==> config.mk <==
export PLATFORM = sky130hd
export DESIGN_NAME = hazard_scoreboard
export DESIGN_NICKNAME = d
export VERILOG_FILES = /design/src/rtl/hazard_scoreboard_pkg.sv /design/src/rtl/hazard_reg_scoreboard.sv /design/src/rtl/hazard_scoreboard.sv
export SDC_FILE = /design/constraint.sdc
export NUM_CORES = 1
export LEC_CHECK = 0
export ABC_AREA = 1
export ABC_CLOCK_PERIOD_IN_PS = 3300
export BUFFER_PORTS_ARGS = -buffer_cell sky130_fd_sc_hd__buf_4
export CAP_MARGIN = 20
export CORE_AREA = 2 2 138 140
export CTS_BUF_LIST = sky130_fd_sc_hd__clkbuf_8 sky130_fd_sc_hd__clkbuf_16
export DETAILED_ROUTE_END_ITERATION = 8
export DIE_AREA = 0 0 140 142
export PLACE_DENSITY = 0.86
export SETUP_SLACK_MARGIN = 0.05
export SLEW_MARGIN = 0
export SYNTH_ARGS = -nofsm -noshare
export SYNTH_HDL_FRONTEND = slang
export SYNTH_SLANG_ARGS = --single-unit
==> constraint.sdc <==
create_clock -name clk -period 3.3 [get_ports clk]
set_input_delay 0.495 -clock clk [delete_from_list [all_inputs] [get_ports clk]]
set_output_delay 0.495 -clock clk [all_outputs]
set_load 0.02 [all_outputs]
==> src/rtl/hazard_scoreboard_pkg.sv <==
// hazard_scoreboard_pkg: shared stage indices and default widths for the hazard unit
package hazard_scoreboard_pkg;
  typedef enum int {FS, DS, IS, ES, MS, WS} stage_e;
  localparam int NSTAGE_DEF = int'(WS) + 1;
  localparam int NREG_DEF = 32;
  localparam int REG_AW_DEF = 5;
  localparam int NSRC_DEF = 3;
  localparam int CNT_W_DEF = 3;
  localparam int SRC_W_DEF = NSRC_DEF * REG_AW_DEF;
endpackage

==> src/rtl/hazard_reg_scoreboard.sv <==
// hazard_reg_scoreboard: per-register latency counters with multi-port RAW lookup
module hazard_reg_scoreboard
  import hazard_scoreboard_pkg::*;
#(
  parameter int NREG = NREG_DEF,
  parameter int REG_AW = REG_AW_DEF,
  parameter int NSRC = NSRC_DEF,
  parameter int CNT_W = CNT_W_DEF
) (
  input  logic                         clk,
  input  logic                         reset,
  input  logic [NSRC-1:0]              src_en,
  input  logic [NSRC-1:0][REG_AW-1:0]  src,
  input  logic                         wr,
  input  logic [REG_AW-1:0]            dest,
  input  logic [CNT_W-1:0]             lat,
  input  logic                         adv,
  input  logic                         clr,
  output logic                         raw
);
  logic [CNT_W-1:0] cnt [NREG];
  always_ff @(posedge clk) begin
    cnt[0] <= '0;
    for (int r = 1; r < NREG; r++)
      cnt[r] <= (reset || clr) ? '0 :
                (wr && dest == REG_AW'(r)) ? lat :
                (adv && cnt[r] != '0) ? cnt[r] - 1'b1 : cnt[r];
  end
  always_comb begin
    raw = 1'b0;
    for (int k = 0; k < NSRC; k++)
      raw = raw | (src_en[k] && src[k] != '0 && cnt[src[k]] != '0);
  end
endmodule

==> src/rtl/hazard_scoreboard.sv <==
// hazard_scoreboard: stall/flush generation from RAW, long-op, store-load and redirect/exception events
module hazard_scoreboard
  import hazard_scoreboard_pkg::*;
#(
  parameter int NSTAGE = NSTAGE_DEF,
  parameter int IS_IDX = int'(IS),
  parameter int ES_IDX = int'(ES),
  parameter int NREG = NREG_DEF,
  parameter int REG_AW = REG_AW_DEF,
  parameter int NSRC = NSRC_DEF,
  parameter int CNT_W = CNT_W_DEF
) (
  input  logic                     clk,
  input  logic                     reset,
  input  logic                     is_valid,
  input  logic [NSRC-1:0]          is_src_en,
  input  logic [NSRC*REG_AW-1:0]   is_src,
  input  logic                     is_dest_en,
  input  logic [REG_AW-1:0]        is_dest,
  input  logic [CNT_W-1:0]         is_lat,
  input  logic                     is_long,
  input  logic                     long_done,
  input  logic                     es_ld_valid,
  input  logic                     ms_st_valid,
  input  logic                     bp_redirect,
  input  logic                     exc_flush,
  output logic [NSTAGE-1:0]        stall,
  output logic [NSTAGE-1:0]        flush,
  output logic                     is_issue,
  output logic [31:0]              stall_cycles
);
  logic long_busy, long_op, stld, raw_hit, hold_es, raw_stall, redir, live;
  assign long_op = long_busy & ~long_done;
  assign stld = es_ld_valid & ms_st_valid;
  assign live = ~reset & ~exc_flush;
  assign hold_es = live & (long_op | stld);
  assign raw_stall = live & ~hold_es & is_valid & raw_hit;
  assign redir = live & bp_redirect;
  always_comb begin
    stall = '0;
    flush = '0;
    for (int i = 0; i < NSTAGE; i++) begin
      flush[i] = ~live | (hold_es && i == ES_IDX + 1) | (raw_stall && i == ES_IDX) | (redir && i >= 1 && i < IS_IDX);
      stall[i] = ((hold_es && i <= ES_IDX) || (raw_stall && i <= IS_IDX)) && !flush[i];
    end
  end
  assign is_issue = is_valid & ~stall[IS_IDX] & ~flush[IS_IDX];
  hazard_reg_scoreboard #(.NREG(NREG), .REG_AW(REG_AW), .NSRC(NSRC), .CNT_W(CNT_W)) u_sb (
    .clk(clk),
    .reset(reset),
    .src_en(is_src_en),
    .src(is_src),
    .wr(is_issue & is_dest_en),
    .dest(is_dest),
    .lat(is_lat),
    .adv(~exc_flush & ~long_op & ~stld),
    .clr(exc_flush),
    .raw(raw_hit)
  );
  always_ff @(posedge clk) begin
    long_busy <= (reset || exc_flush) ? 1'b0 : (is_issue && is_long) ? 1'b1 : long_done ? 1'b0 : long_busy;
    stall_cycles <= reset ? '0 : (stall[IS_IDX] && stall_cycles != '1) ? stall_cycles + 32'd1 : stall_cycles;
  end
endmodule
**After elaboration in Yosys (flattened, before gate mapping)**

Memories as Yosys holds them, arrays and structs flattened.
Cells that the tools add are included.

- Register bits: 33
- RAM bits: 96
- Input port bits: 36
- Memories kept: 1

- $add $sub $neg: 32
- Equality and inequality tests: 32
- Multiplexer cells: 95
- Bitwise logic cells: 27
- Reductions and logical operators: 115

Memories:

| memory | depth | width | rd ports | clocked after memory_dff | write ports | line | source |
|---|---|---|---|---|---|---|---|
| u_sb.cnt | 32 | 3 | 34 | 0 | 32 | hazard_reg_scoreboard.sv:21 | `logic [CNT_W-1:0] cnt [NREG];` |

Operators with widths:

| cell | number |
|---|---|
| $mux W3 | 93 |
| $reduce_bool A3 Y1 | 34 |
| $sub A3 B1 Y3 const B | 31 |
| $eq A5 B5 Y1 const B | 16 |
| $logic_and A1 B1 Y1 | 73 |
| $eq A5 B4 Y1 const B | 8 |
| $add A32 B1 Y32 const B | 1 |
| $ne A32 B32 Y1 const B | 1 |
| $eq A5 B3 Y1 const B | 4 |
| $reduce_bool A5 Y1 | 3 |
| $and A1 B1 Y1 | 13 |
| $eq A5 B2 Y1 const B | 2 |
| $not A1 Y1 | 8 |
| $or A1 B1 Y1 | 6 |
| $eq A5 B1 Y1 const B | 1 |
| $logic_not A1 Y1 | 2 |
| $logic_or A1 B1 Y1 | 2 |
| $mux W1 | 2 |
| $reduce_bool A2 Y1 | 1 |

**Depth between registers and ports, before layout**

Gate-level depths: netlist of the first run.

- Depth after elaboration: 17
- Mapped depth: 21
- Gate-level depth less buffers: 19

**Modules after synthesis**

From an unflattened synthesis of the first run, not the netlist that was laid out.

- Cells, all modules: 1545
- Area total of the unflattened synthesis: 9531.6 um2

By module, submodules not included:

| module | times used | cells an instance | area an instance (um2) | sequential area each (um2) |
|---|---|---|---|---|
| hazard_reg_scoreboard | 1 | 1170 | 7225.7 | 1861.8 |
| hazard_scoreboard | 1 | 375 | 2306.0 | 660.6 |

**Worst setup path before layout of the first run**

Ideal clock, no wire load.

- Path type: input port to output port
- From: input port is_src[10]
- To: output port stall[1]
- Arrival time: 2322 ps
- Data required time: 2805 ps
- Path slack: 483 ps
- Stages: 13
- Path through: buf_2 > buf_2 > a21oi_1 > o21ai_0 > a21oi_1 > nor2_1 > nand3_1 > nand2_1 > a21oi_2 > nor2_8 > o21bai_4 > buf_2 > and2_1

- Word-level cells in the longest chain between the ends: 7

RTL lines:

| item | line | source |
|---|---|---|
| from (decl) | hazard_scoreboard.sv:17 | `input logic [NSRC*REG_AW-1:0] is_src,` |
| $mem_v2 Z32 W3 / $reduce_bool A5 Y1 (equally long branches) | - |  |
| $reduce_bool A3 Y1 / $logic_and A1 B1 Y1 (equally long branches) | hazard_reg_scoreboard.sv:32 | `raw = raw \| (src_en[k] && src[k] != '0 && cnt[src[k]] != '0);` |
| $logic_and A1 B1 Y1 (*) | hazard_reg_scoreboard.sv:32 |  |
| $or A1 B1 Y1 (*) | hazard_reg_scoreboard.sv:32 |  |
| $and A1 B1 Y1 (*) | hazard_scoreboard.sv:37 | `assign raw_stall = live & ~hold_es & is_valid & raw_hit;` |
| $logic_or A1 B1 Y1 (*) | hazard_scoreboard.sv:44 | `stall[i] = ((hold_es && i <= ES_IDX) \|\| (raw_stall && i <= IS_IDX)) && !flush[i];` |
| $logic_and A1 B1 Y1 (*) | hazard_scoreboard.sv:44 |  |
| to (decl) | hazard_scoreboard.sv:27 | `output logic [NSTAGE-1:0] stall,` |

Every way passes the cells marked *; elsewhere a longest branch is shown, timed or not.

==> results of run 1 <==
## metrics by stage
stage / worst slack [ps] / power, mW / cell area [µm²]
final: 276.2 / 4.024 / 12090
after global routing: 77.94 / 4.141 / 12090
after CTS: 365.8 / 4.022 / 12090
after detailed placement: 235.1 / 2.054 / 11480
after global placement: 308.0 / 2.053 / 11480
after floorplan: 482.8 / 1.897 / 10780
## layer usage
| layer | vias up | share of wire (%) |
|---|---|---|
| met4 | 0 | 5.6 |
| met3 | 118 | 8.9 |
| li1 | 5729 | - |
| met1 | 5292 | 39 |
| met2 | 600 | 47 |
| met5 | - | 0 |
## flip-flops by register name, indices dropped and copies added, names as in the netlist
signal	flops
stall_cycles	32
long_busy	1
u_sb.cnt	93
## kinds of logic (layout without fill, tap and decap cells)
family,count (synthesis),in the layout,share of synthesized area [%]
other,1,2,0.03480
XOR/XNOR,60,60,4.876
AND/OR/NAND/NOR,1094,1094,46.53
flip-flops,126,126,23.41
AO/OA/AOI/OAI,126,126,6.990
buffers and inverters,288,336,10.84
adder cells (fa/ha/maj),63,63,7.315
## critical path, cell delays in order, from the launching register on
cell	delay (ps)
dfxtp_1	330
nor2_1	400
nand3_1	170
nand2_1	120
nand2_1	50
nand2_1	50
nand2_1	40
nand3_1	70
nand3_1	70
nand2_1	90
inv_1	50
nand2_1	60
nand3_1	150
nor2_4	260
buf_4	190
## how the worst min path moves through the flow
stage | startpoint | endpoint | slack [ps]
global route | is_long | long_busy | 320
finish | is_long | long_busy | 320
CTS | is_long | long_busy | 320
detailed placement | long_busy | long_busy | 470
global placement | long_busy | long_busy | 470
floorplan | long_busy | long_busy | 450
## placed cells by master (no fill, tap or decap), types with 8 or more instances in the layout
| master | synthesis | routed |
|---|---|---|
| a21oi_1 | 68 | 68 |
| buf_4 | 8 | 94 |
| clkbuf_16 | 0 | 17 |
| dfxtp_1 | 126 | 126 |
| ha_1 | 63 | 63 |
| inv_1 | 200 | 199 |
| inv_2 | 6 | 8 |
| nand2_1 | 489 | 489 |
| nand3_1 | 160 | 160 |
| nand4_1 | 75 | 75 |
| nand4_2 | 10 | 10 |
| nand4_4 | 19 | 19 |
| nor2_1 | 302 | 300 |
| nor3_1 | 18 | 18 |
| nor4_1 | 10 | 10 |
| o21a_1 | 31 | 31 |
| o21ai_0 | 9 | 9 |
| xor2_1 | 55 | 55 |
## power by group
group          internal (mW)  leakage (nW)  switching [mW]
sequential              1.52          1.01         0.00228
combinational          0.138          4.82           0.374
clock                   1.21         0.299           0.777
total                   2.87          6.13            1.15
## cell usage after synthesis, drive strengths merged, types with 5 or more instances
library cell	instances	area share (%)
nor2	307	11
buf	45	2.4
nor3	18	0.84
nor4	10	0.58
o21ai	14	0.65
o211ai	7	0.49
dfxtp	126	23
xnor2	5	0.41
nand4	104	9.3
ha	63	7.3
clkbuf	36	1.3
nand2	491	17
a21oi	69	3.2
inv	207	7.2
nand3	161	7.5
xor2	55	4.5
o21a	31	2.2
## layout make-up
cell class | count | area share, %
timing repair buffer | 98 | 6.502
sequential | 126 | 20.87
multi-input combinational | 1345 | 58.74
clock buffer | 18 | 3.634
inverter | 207 | 6.450
tap | 234 | 2.423
clock inverter | 13 | 1.377
==> impl_results.md, run 1 <==
- Met2 Track Usage GR: 57.71%
- Max cap viols: 0
- Worst setup path class: flop to output pin
- Register-to-Register Path Depth: 18
- Number of instances in the placed design: around 2000
- Initial antenna violation count: 0
- # resized after CTS: 0
- Number of antenna repair diodes: 0
- Critical path capture point: is_issue
- Global Route met1 Usage: 41.66%
- Share of the core filled with cells: 65.48%
- Final clock skew: 9.438 ps
- Area used by sequential logic in the layout: 2522 µm²
- Yosys cell types: 40
- Fraction of registers with async set or reset after synthesis: 0%
- Peak-usage layer in the global routing report: met2
- Final hold viol count: 0
- I/O pin count: between 80 and 90
- R2r setup slk: 580 ps
- DRC errors left: 3
- Proportion of layout cells with a drive suffix above 1: under 10%
- Final std cells w/o fill: around 2000
- End of the worst register-to-register path: u_sb.cnt[30][1]
- Worst vdd ir: 356.7 µV
- Placed wire-length estimate after detailed placement: around 25000 µm
- Reg2reg start: u_sb.cnt[31][0]
- Count of flip-flops with a built-in enable after synthesis: 0
- Total die area: 19880 µm²
- Maximum level of the CTS H-tree: 4
- Initial detailed-routing violation count: 1204
- Core Region: 18460 µm²
- Worst path arrival time: 2530 ps
- Total via count after detailed routing: 11740
- Post-synthesis instance area: 10780 µm²
- Via count normalized by instance count: 5.752
- Worst setup startpoint: u_sb.cnt[31][0]
- Chip Width: 140 µm
- Total gr overflow: 0
- Total negative slack: 0 ps
- Post-synth top flop: dfxtp_1
- Hold path depth: 3
- Average footprint of a synthesized cell: 6.130 µm²
- Slew at the pin closest to its max-slew limit: slightly below 700 ps
- Number of pins exceeding their max-slew limit in the final report: 0
- Root buffer selected by CTS: clkbuf_16
- Category of the worst setup path launch point: flop
- Largest net degree at the start of global routing: between 70 and 80
- Initial Util: around 58%
- Wire per inst: ~17 µm
- First-pass GRT wire length: roughly 55000 µm
- Vias in the first global route: 10790
- Status: complete, but fails checks
- Clock edge transition at the registers on the reported setup and hold paths: 60 ps
- Total leakage power: 6.133 nW
- Multi-input logic area: 7099 µm²
- Yosys Warn Count: 0
- Port-buffer cells: 78
- Number of setup buffers added after CTS: 0
- Sink Count: 126
- Failing checks: design-rule violations
- Final cycle utilization of the critical path: between 90% and 100%
- Remaining max-slew budget at the tightest pin: 53.60%
- Number of nets in the finished design: 1894
- Cell Pwr Density: 333.0 nW/µm²
- Filler Cells Inserted: 1670
- Total routed wirelength: about 34000 µm
- Number of endpoints failing setup at the final stage: 0
- Hold Worst Slack: about 320 ps
- # hold bufs at CTS: 0
- Maximum root-to-sink buffer count: 2
- Cell row count: 50
- Sequential fraction of the synthesis area: 23.41%
- Area Overhead vs Synth: 12.14%
- CP max FO: 6
- Vertical die dimension: 142 µm
- TritonCTS Buffers: 17
- Met3 global-route usage: under 10%
- RSZ-0062 raised after global routing: false
- Number of nets still failing antenna checks after routing: 0
- Required time worst endpoint: 2800 ps
- Total routing resource utilization after global routing: 34.53%
- Latest clock arrival within the worst-skew pair: 430 ps
- CTS tree: done
- Kind of end point of the critical path: output pin
- Seq cells post-synth: approximately 130
- Routability-driven placement congestion ratio: about 1.1
- Fmax: 330.7 MHz
- Number of instances in the synthesized netlist: 1758
- Final period demand of the worst path: about 3000 ps
- Min-delay worst type: input pin to flop
- Drt pass-1 iters: 9
Power figures use the tool's default switching activity.
==> run 2, diff against run 1 <==
- ABC_AREA: 1 -> unset
- CORE_AREA: 2 2 138 140 -> 2 2 126 128
- DIE_AREA: 0 0 140 142 -> 0 0 128 130
- PLACE_DENSITY: 0.86 -> 0.82
==> run 2 against run 1 <==
The run now ends clean. Worst hold slack gained 84 ps. Total power fell by 12%. Final cell count is 34% lower. Clock-buffer cell count is 1 higher. Combinational power decreased by 36%. Critical endpoint is now stall[1]. Largest power group unchanged.
==> impl_results.md, run 2 <==
- Status: complete, no violations (was complete, but fails checks)
- Routability-driven placement congestion ratio: 1.018 (was 1.057)
- Remaining max-slew budget at the tightest pin: 31.84% (was 53.60%)
- Leading cell types by count after synthesis: nand2_1, dfxtp_1, inv_1, mux2i_1 (was nand2_1, nor2_1, inv_1, nand3_1, dfxtp_1)
- Total gr overflow: 0 (unchanged)
- Total via count after detailed routing: 8253 (was 11740)
- Cell Pwr Density: 338.7 nW/µm² (was 333.0 nW/µm²)
- Clock edge transition at the registers on the reported setup and hold paths: 50 ps (was 60 ps)
- Largest net degree at the start of global routing: 98 (was 77)
- Number of nets in the finished design: 1239 (was 1894)
- Category of the worst setup path launch point: flop (unchanged)
- Commonest non-fill, non-tap cells in the layout: nand2_1, dfxtp_1, inv_1, mux2i_1, buf_4 (was nand2_1, nor2_1, inv_1, nand3_1, dfxtp_1)
- Most frequent cell after synthesis: nand2_1 (unchanged)
- Port-buffer cells: 78 (unchanged)
- Number of endpoints failing setup at the final stage: 0 (unchanged)
- Sink Count: 126 (unchanged)
- Proportion of layout cells with a drive suffix above 1: 19.98% (was 9.851%)
- TritonCTS Buffers: 17 (unchanged)
- First-pass GRT wire length: 37960 µm (was 54670 µm)
- Pre-CTS setup slack: 13.31 ps (was 235.1 ps)
- Initial Util: 58.45% (was 58.39%)
- Worst path arrival time: 2680 ps (was 2530 ps)
- Via count normalized by instance count: 6.145 (was 5.752)
- Initial antenna violation count: 0 (unchanged)
- Share of the core filled with cells: 68.07% (was 65.48%)
- Root buffer selected by CTS: clkbuf_16 (unchanged)
- Ordered list of cells on the worst path: nor4_2 -> a2111oi_0 -> o41ai_1 -> o211ai_1 -> nand2_2 -> a21oi_4 -> or2_4 -> nor2b_4 -> buf_6 (was nor2_1 -> nand3_1 -> nand2_1 -> nand2_1 -> nand2_1 -> nand2_1 -> nand3_1 -> nand3_1 -> nand2_1 -> inv_1 -> nand2_1 -> nand3_1 -> nor2_4 -> buf_4)
- Final clock skew: 6.253 ps (was 9.438 ps)
- I/O pin count: 81 (unchanged)
- Min-delay worst type: input pin to flop (unchanged)
- Post-synthesis instance area: 9016 µm² (was 10780 µm²)
- Yosys Warn Count: 0 (unchanged)
- Maximum root-to-sink buffer count: 2 (unchanged)
- Worst vdd ir: 326.8 µV (was 356.7 µV)
- Placed wire-length estimate after detailed placement: 16220 µm (was 24600 µm)
- Cell row count: 46 (was 50)
- Sequential fraction of the synthesis area: 27.98% (was 23.41%)
- DRC errors left: 0 (was 3)
- Total routed wirelength: 23620 µm (was 34420 µm)
- CTS tree: done (unchanged)
- Register-to-Register Path Depth: 11 (was 18)
- CP top delay family: simple AND/OR/NAND/NOR gates (unchanged)
- Number of antenna repair diodes: 0 (unchanged)
- Final cycle utilization of the critical path: 96.35% (was 91.63%)
- Most common library cell in the layout ignoring fill and taps: nand2_1 (unchanged)
- CP max stage cell: o41ai_1 (was nor2_1)
- Chip Width: 128 µm (was 140 µm)
- Total routing resource utilization after global routing: 28.63% (was 34.53%)
- Vertical die dimension: 130 µm (was 142 µm)
- CP max FO: 4 (was 6)
- Latest clock arrival within the worst-skew pair: 410 ps (was 430 ps)
- Hold path depth: 3 (unchanged)
- Drt pass-1 iters: 5 (was 9)
- RSZ-0062 raised after global routing: true (was false)
- Hold Worst Slack: 407.4 ps (was 322.9 ps)
- Number of nets still failing antenna checks after routing: 0 (unchanged)
- Total leakage power: 3.531 nW (was 6.133 nW)
- Wire per inst: 17.58 µm (was 16.87 µm)
- Critical path's largest stage delay: 400 ps (about the same)
- Cells taking the most area after synthesis: dfxtp_1, mux2i_1, ha_1, nand2_1, o211ai_1 (was dfxtp_1, nand2_1, nor2_1, nand3_1, ha_1)
- Number of instances in the synthesized netlist: 1074 (was 1758)
- Final period demand of the worst path: 3179 ps (was 3024 ps)
- Largest register FFs: 93 (unchanged)
- Register name with the most flops: u_sb.cnt (unchanged)
- Buffers & Inverters on Critical Path: 1 (was 2)
- Fmax: 314.5 MHz (was 330.7 MHz)
- Max cap viols: 0 (unchanged)
- Fin worst setup slack: 120.6 ps (was 276.2 ps)
- Worst setup path class: flop to output pin (unchanged)
- Crit. path cell count: 9 (was 14)
- Yosys cell types: 66 (was 40)
- Core Region: 15420 µm² (was 18460 µm²)
- Kind of end point of the critical path: output pin (unchanged)
- Required time worst endpoint: 2800 ps (about the same)
- Total die area: 16640 µm² (was 19880 µm²)
- Final hold viol count: 0 (unchanged)
- Slew at the pin closest to its max-slew limit: 1022 ps (was 689.7 ps)
- Registers with the most flip-flops: u_sb.cnt: 93 flops, stall_cycles: 32 flops, long_busy: 1 flops (unchanged)
- Initial detailed-routing violation count: 604 (was 1204)
- Fraction of registers with async set or reset after synthesis: 0% (unchanged)
- Post-synth top flop: dfxtp_1 (unchanged)
- Area Overhead vs Synth: 16.46% (was 12.14%)
- Total negative slack: 0 ps (unchanged)
- # hold bufs at CTS: 0 (unchanged)
- Maximum level of the CTS H-tree: 4 (unchanged)
- Vias in the first global route: 7858 (was 10790)
- Average footprint of a synthesized cell: 8.395 µm² (was 6.130 µm²)
- Area share of the largest cell type after synthesis: 27.98% (was 23.41%)
- Number of pins exceeding their max-slew limit in the final report: 0 (unchanged)
- Count of flip-flops with a built-in enable after synthesis: 0 (unchanged)
- Seq cells post-synth: 126 (unchanged)
- Top cell type by total area after synthesis: dfxtp_1 (unchanged)
[run 2: routing by layer]
metal / vias to the layer above / global-route usage, % / routed length [µm]
li1: 3941 / - / -
met1: 3937 / 35.19 / 10110
met2: 322 / 50.14 / 11560
met3: 53 / 5.453 / 1400
met4: 0 / 10.67 / 552
met5: - / 0 / 0
[run 2: timing repair]
action | CTS | global route
pin swaps | 4 | 11
hold endpoints to repair | 0 | 0
setup endpoints to repair | 3 | 4
cloned | 0 | 0
setup buffers | 2 | 2
resized for setup | 10 | 43
[run 2: layout make-up]
cell class / count / area (µm²)
fillers: 1220 / 4925
well taps: 192 / 240.2
repair buffers: 104 / 788.3
clock inverters: 11 / 78.83
flip-flops and latches: 126 / 2541
clock buffers: 19 / 452.9
inverters: 107 / 401.6
multi-input cells: 784 / 5997
[run 2: power by group]
part	switching, mW	internal, mW
clock	0.655	1.05
sequential	0.00288	1.52
combinational	0.213	0.115
[run 2: kinds of logic after synthesis]
group	Yosys count	share of synthesized area (%)
fa+ha+maj	63	8.743
flops	126	27.98
compound gates	157	12.56
other cells	1	0.04159
xor+xnor	32	3.109
buf+inv	165	7.660
simple gates	407	24.44
mux	123	15.47
[run 2: stage by stage]
step	cells	instance area [µm²]	power [mW]
3_3_place_gp	1309	9737	1.855
6_report	1343	10500	3.556
5_1_grt	1343	10500	3.672
3_5_place_dp	1309	9737	1.858
4_1_cts	1341	10320	3.555
2_1_floorplan	1075	9020	1.745
[run 2: worst min-delay path, stage by stage]
cell and delay, ps:
buf_4 80, a41oi_1 120, nor2_1 90
[run 2: final timing paths]
kind	from	endpoint	slack, ps
max reg2reg	u_sb.cnt[9][2]	u_sb.cnt[5][1]	300
min	is_long	long_busy	410
min reg2reg	stall_cycles[30]	stall_cycles[30]	510
max	u_sb.cnt[6][2]	stall[1]	120
==> run 3, diff against run 2 <==
- CORE_AREA: 2 2 126 128 -> 2 2 125 127
- DIE_AREA: 0 0 128 130 -> 0 0 127 129
- MAX_ROUTING_LAYER: unset -> met4
- PLACE_DENSITY: 0.82 -> 0.83
- SETUP_SLACK_MARGIN: 0.05 -> unset
==> run 3 against run 2 <==
Sequential cell count unchanged. Wire length increased by 0.61%. Critical path depth unchanged. Clock skew increased by 6.2 ps. Combinational power decreased by 2%. Sequential share of layout area decreased by 0.12 points. Clock-buffer cell count unchanged. Utilization increased by 2.0 points. Via count increased by 0.16%.
==> impl_results.md, run 3 (synthesis results as in run 2) <==
- Fin worst setup slack: 42.78 ps (was 120.6 ps)
- Worst path arrival time: 2760 ps (was 2680 ps)
- Largest net degree at the start of global routing: 98 (unchanged)
- Top sig layer: met4 (unchanged)
- Worst vdd ir: 331.7 µV (was 326.8 µV)
- CP max stage cell: mux4_1 (was o41ai_1)
- Chip Width: 127 µm (was 128 µm)
- First-pass GRT wire length: 38420 µm (was 37960 µm)
- Clock edge transition at the registers on the reported setup and hold paths: 60 ps (was 50 ps)
- Max cap viols: 0 (unchanged)
- Total routing resource utilization after global routing: 30.07% (was 28.63%)
- CTS tree: done (unchanged)
- Non-Filler Cell Area, Final: 10500 µm² (unchanged)
- Root buffer selected by CTS: clkbuf_16 (unchanged)
- Via count normalized by instance count: 6.150 (was 6.145)
- Largest register FFs: 93 (unchanged)
- Number of nets in the finished design: 1242 (was 1239)
- Wire per inst: 17.68 µm (was 17.58 µm)
- Proportion of layout cells with a drive suffix above 1: 18.94% (was 19.98%)
- Fmax: 307.0 MHz (was 314.5 MHz)
- Area Overhead vs Synth: 16.46% (unchanged)
- End of the worst register-to-register path: u_sb.cnt[19][2] (was u_sb.cnt[5][1])
- Maximum root-to-sink buffer count: 2 (unchanged)
- Total die area: 16380 µm² (was 16640 µm²)
- Initial Util: 60.20% (was 58.45%)
- CP top delay family: multiplexers (was simple AND/OR/NAND/NOR gates)
- Reg2reg start: u_sb.cnt[24][2] (was u_sb.cnt[9][2])
- Buffers & Inverters on Critical Path: 1 (unchanged)
- Number of endpoints failing setup at the final stage: 0 (unchanged)
- Required time worst endpoint: 2800 ps (about the same)
- Slew at the pin closest to its max-slew limit: 1034 ps (was 1022 ps)
- Register name with the most flops: u_sb.cnt (unchanged)
- Critical path's largest stage delay: 520 ps (was 400 ps)
- Crit. path cell count: 9 (unchanged)
- Met2 routed wirelength: 11260 µm (was 11560 µm)
- Number of instances in the placed design: 1308 (was 1309)
- Cell Pwr Density: 352.4 nW/µm² (was 338.7 nW/µm²)
- Total gr overflow: 0 (unchanged)
- Number of antenna repair diodes: 0 (unchanged)
- Most common library cell in the layout ignoring fill and taps: nand2_1 (unchanged)
- DRT met1 WL: 9906 µm (was 10110 µm)
- Pre-CTS setup slack: 108.0 ps (was 13.31 ps)
- Drt pass-1 iters: 5 (unchanged)
- Vertical die dimension: 129 µm (was 130 µm)
- R2r setup slk: 460 ps (was 300 ps)
- Total routed wirelength: 23760 µm (was 23620 µm)
- Share of the core filled with cells: 70.11% (was 68.07%)
- DP Area: 9767 µm² (was 9737 µm²)
- Placed wire-length estimate after detailed placement: 16100 µm (was 16220 µm)
- Final std cells w/o fill: 1344 (was 1343)
- Number of pins exceeding their max-slew limit in the final report: 0 (unchanged)
- Category of the worst setup path launch point: flop (unchanged)
- I/O pin count: 81 (unchanged)
- Critical path capture point: stall[1] (unchanged)
- Commonest non-fill, non-tap cells in the layout: nand2_1, dfxtp_1, inv_1, buf_4, mux2i_1 (was nand2_1, dfxtp_1, inv_1, mux2i_1, buf_4)
- Worst setup startpoint: u_sb.cnt[24][2] (was u_sb.cnt[6][2])
- Final clock skew: 12.48 ps (was 6.253 ps)
- Routability-driven placement congestion ratio: 1.026 (was 1.018)
- DRC errors left: 0 (unchanged)
- TritonCTS Buffers: 17 (unchanged)
- Ordered list of cells on the worst path: nor3_1 -> mux4_1 -> mux4_2 -> nand2_2 -> nand2_1 -> a21oi_2 -> or2_2 -> nor2b_1 -> buf_4 (was nor4_2 -> a2111oi_0 -> o41ai_1 -> o211ai_1 -> nand2_2 -> a21oi_4 -> or2_4 -> nor2b_4 -> buf_6)
- Final cycle utilization of the critical path: 98.70% (was 96.35%)
- Min-delay worst type: input pin to flop (unchanged)
- Maximum level of the CTS H-tree: 4 (unchanged)
- Worst setup path class: flop to output pin (unchanged)
- Hold Crit Start: is_long (unchanged)
- Total leakage power: 3.547 nW (was 3.531 nW)
- Remaining max-slew budget at the tightest pin: 31.05% (was 31.84%)
- Kind of end point of the critical path: output pin (unchanged)
- Register-to-Register Path Depth: 11 (unchanged)
- Met3 WL: 1691 µm (was 1400 µm)
- Sink Count: 126 (unchanged)
- Cell row count: 45 (was 46)
- Initial antenna violation count: 0 (unchanged)
- Initial detailed-routing violation count: 570 (was 604)
- Status: complete, no violations (unchanged)
- Port-buffer cells: 78 (unchanged)
- Final period demand of the worst path: 3257 ps (was 3179 ps)
- Vias in the first global route: 7855 (was 7858)
- Final hold viol count: 0 (unchanged)
- Core Region: 14980 µm² (was 15420 µm²)
- Number of nets still failing antenna checks after routing: 0 (unchanged)
- Registers with the most flip-flops: u_sb.cnt: 93 flops, stall_cycles: 32 flops, long_busy: 1 flops (unchanged)
- Total via count after detailed routing: 8266 (was 8253)
- CP max FO: 5 (was 4)
- Latest clock arrival within the worst-skew pair: 430 ps (was 410 ps)
- RSZ-0062 raised after global routing: true (unchanged)
==> run 3: changes by cell type in the layout (fill, tap and decap cells not counted), moves of 2 or more <==
cell | before | now
dfxtp_1 | 113 | 121
clkinvlp_4 | 1 | 4
nor3_2 | 8 | 5
dfxtp_2 | 12 | 5
nor4b_2 | 2 | 0
buf_4 | 102 | 106
nor3_1 | 29 | 31
clkinv_2 | 6 | 3
buf_6 | 2 | 0
nor4b_1 | 3 | 5
==> run 3: final cells by class <==
type	instances	area [µm²]
Multi-Input combinational cell	784	5941
Fill cell	1151	4477
Sequential cell	126	2529
Timing Repair Buffer	107	815.8
Clock buffer	19	452.9
Inverter	107	401.6
Tap cell	188	235.2
Clock inverter	13	125.1
==> run 3: worst min path at each step <==
stage	to	slack [ps]	depth (start not counted)
2_1_floorplan	stall_cycles[6]	540	1
3_3_place_gp	stall_cycles[6]	480	1
3_5_place_dp	stall_cycles[6]	490	1
4_1_cts	long_busy	350	3
5_1_grt	long_busy	380	3
6_report	long_busy	360	3
==> run 3: metal layers <==
metal	vias to the layer above	GRT usage (%)
met1	3898	36.02
met3	86	5.863
met4	0	12.86
li1	3949	-
met5	-	-
met2	333	49.62
==> run 3: tightest hold or removal path, stage by stage <==
cell	delay, ps
buf_4	80
a41oi_1	90
nor2_1	90
==> run 3: timing repair <==
| action | 4_1_cts | 5_1_grt |
|---|---|---|
| gates resized for setup | 5 | 24 |
| setup buffers | 1 | 3 |
| cloned | 0 | 0 |
| endpoints found under the setup margin | 1 | 4 |
| hold buffers | 0 | 0 |
| pin swaps | 2 | 8 |
==> run 3: stage by stage <==
| stage | power [mW] | TNS, ps | hold slack (ps) |
|---|---|---|---|
| 6_report | 3.700 | 0 | 355.8 |
| 5_1_grt | 3.803 | -24.84 | 384.7 |
| 4_1_cts | 3.687 | 0 | 352.2 |
| 3_5_place_dp | 1.862 | 0 | 489.0 |
| 3_3_place_gp | 1.859 | 0 | 480.9 |
| 2_1_floorplan | 1.745 | 0 | 544.3 |
==> run 3: power by group <==
group | internal, mW | switching [mW]
logic | 0.113 | 0.211
registers | 1.52 | 0.00291
clock network | 1.14 | 0.713
total | 2.77 | 0.927
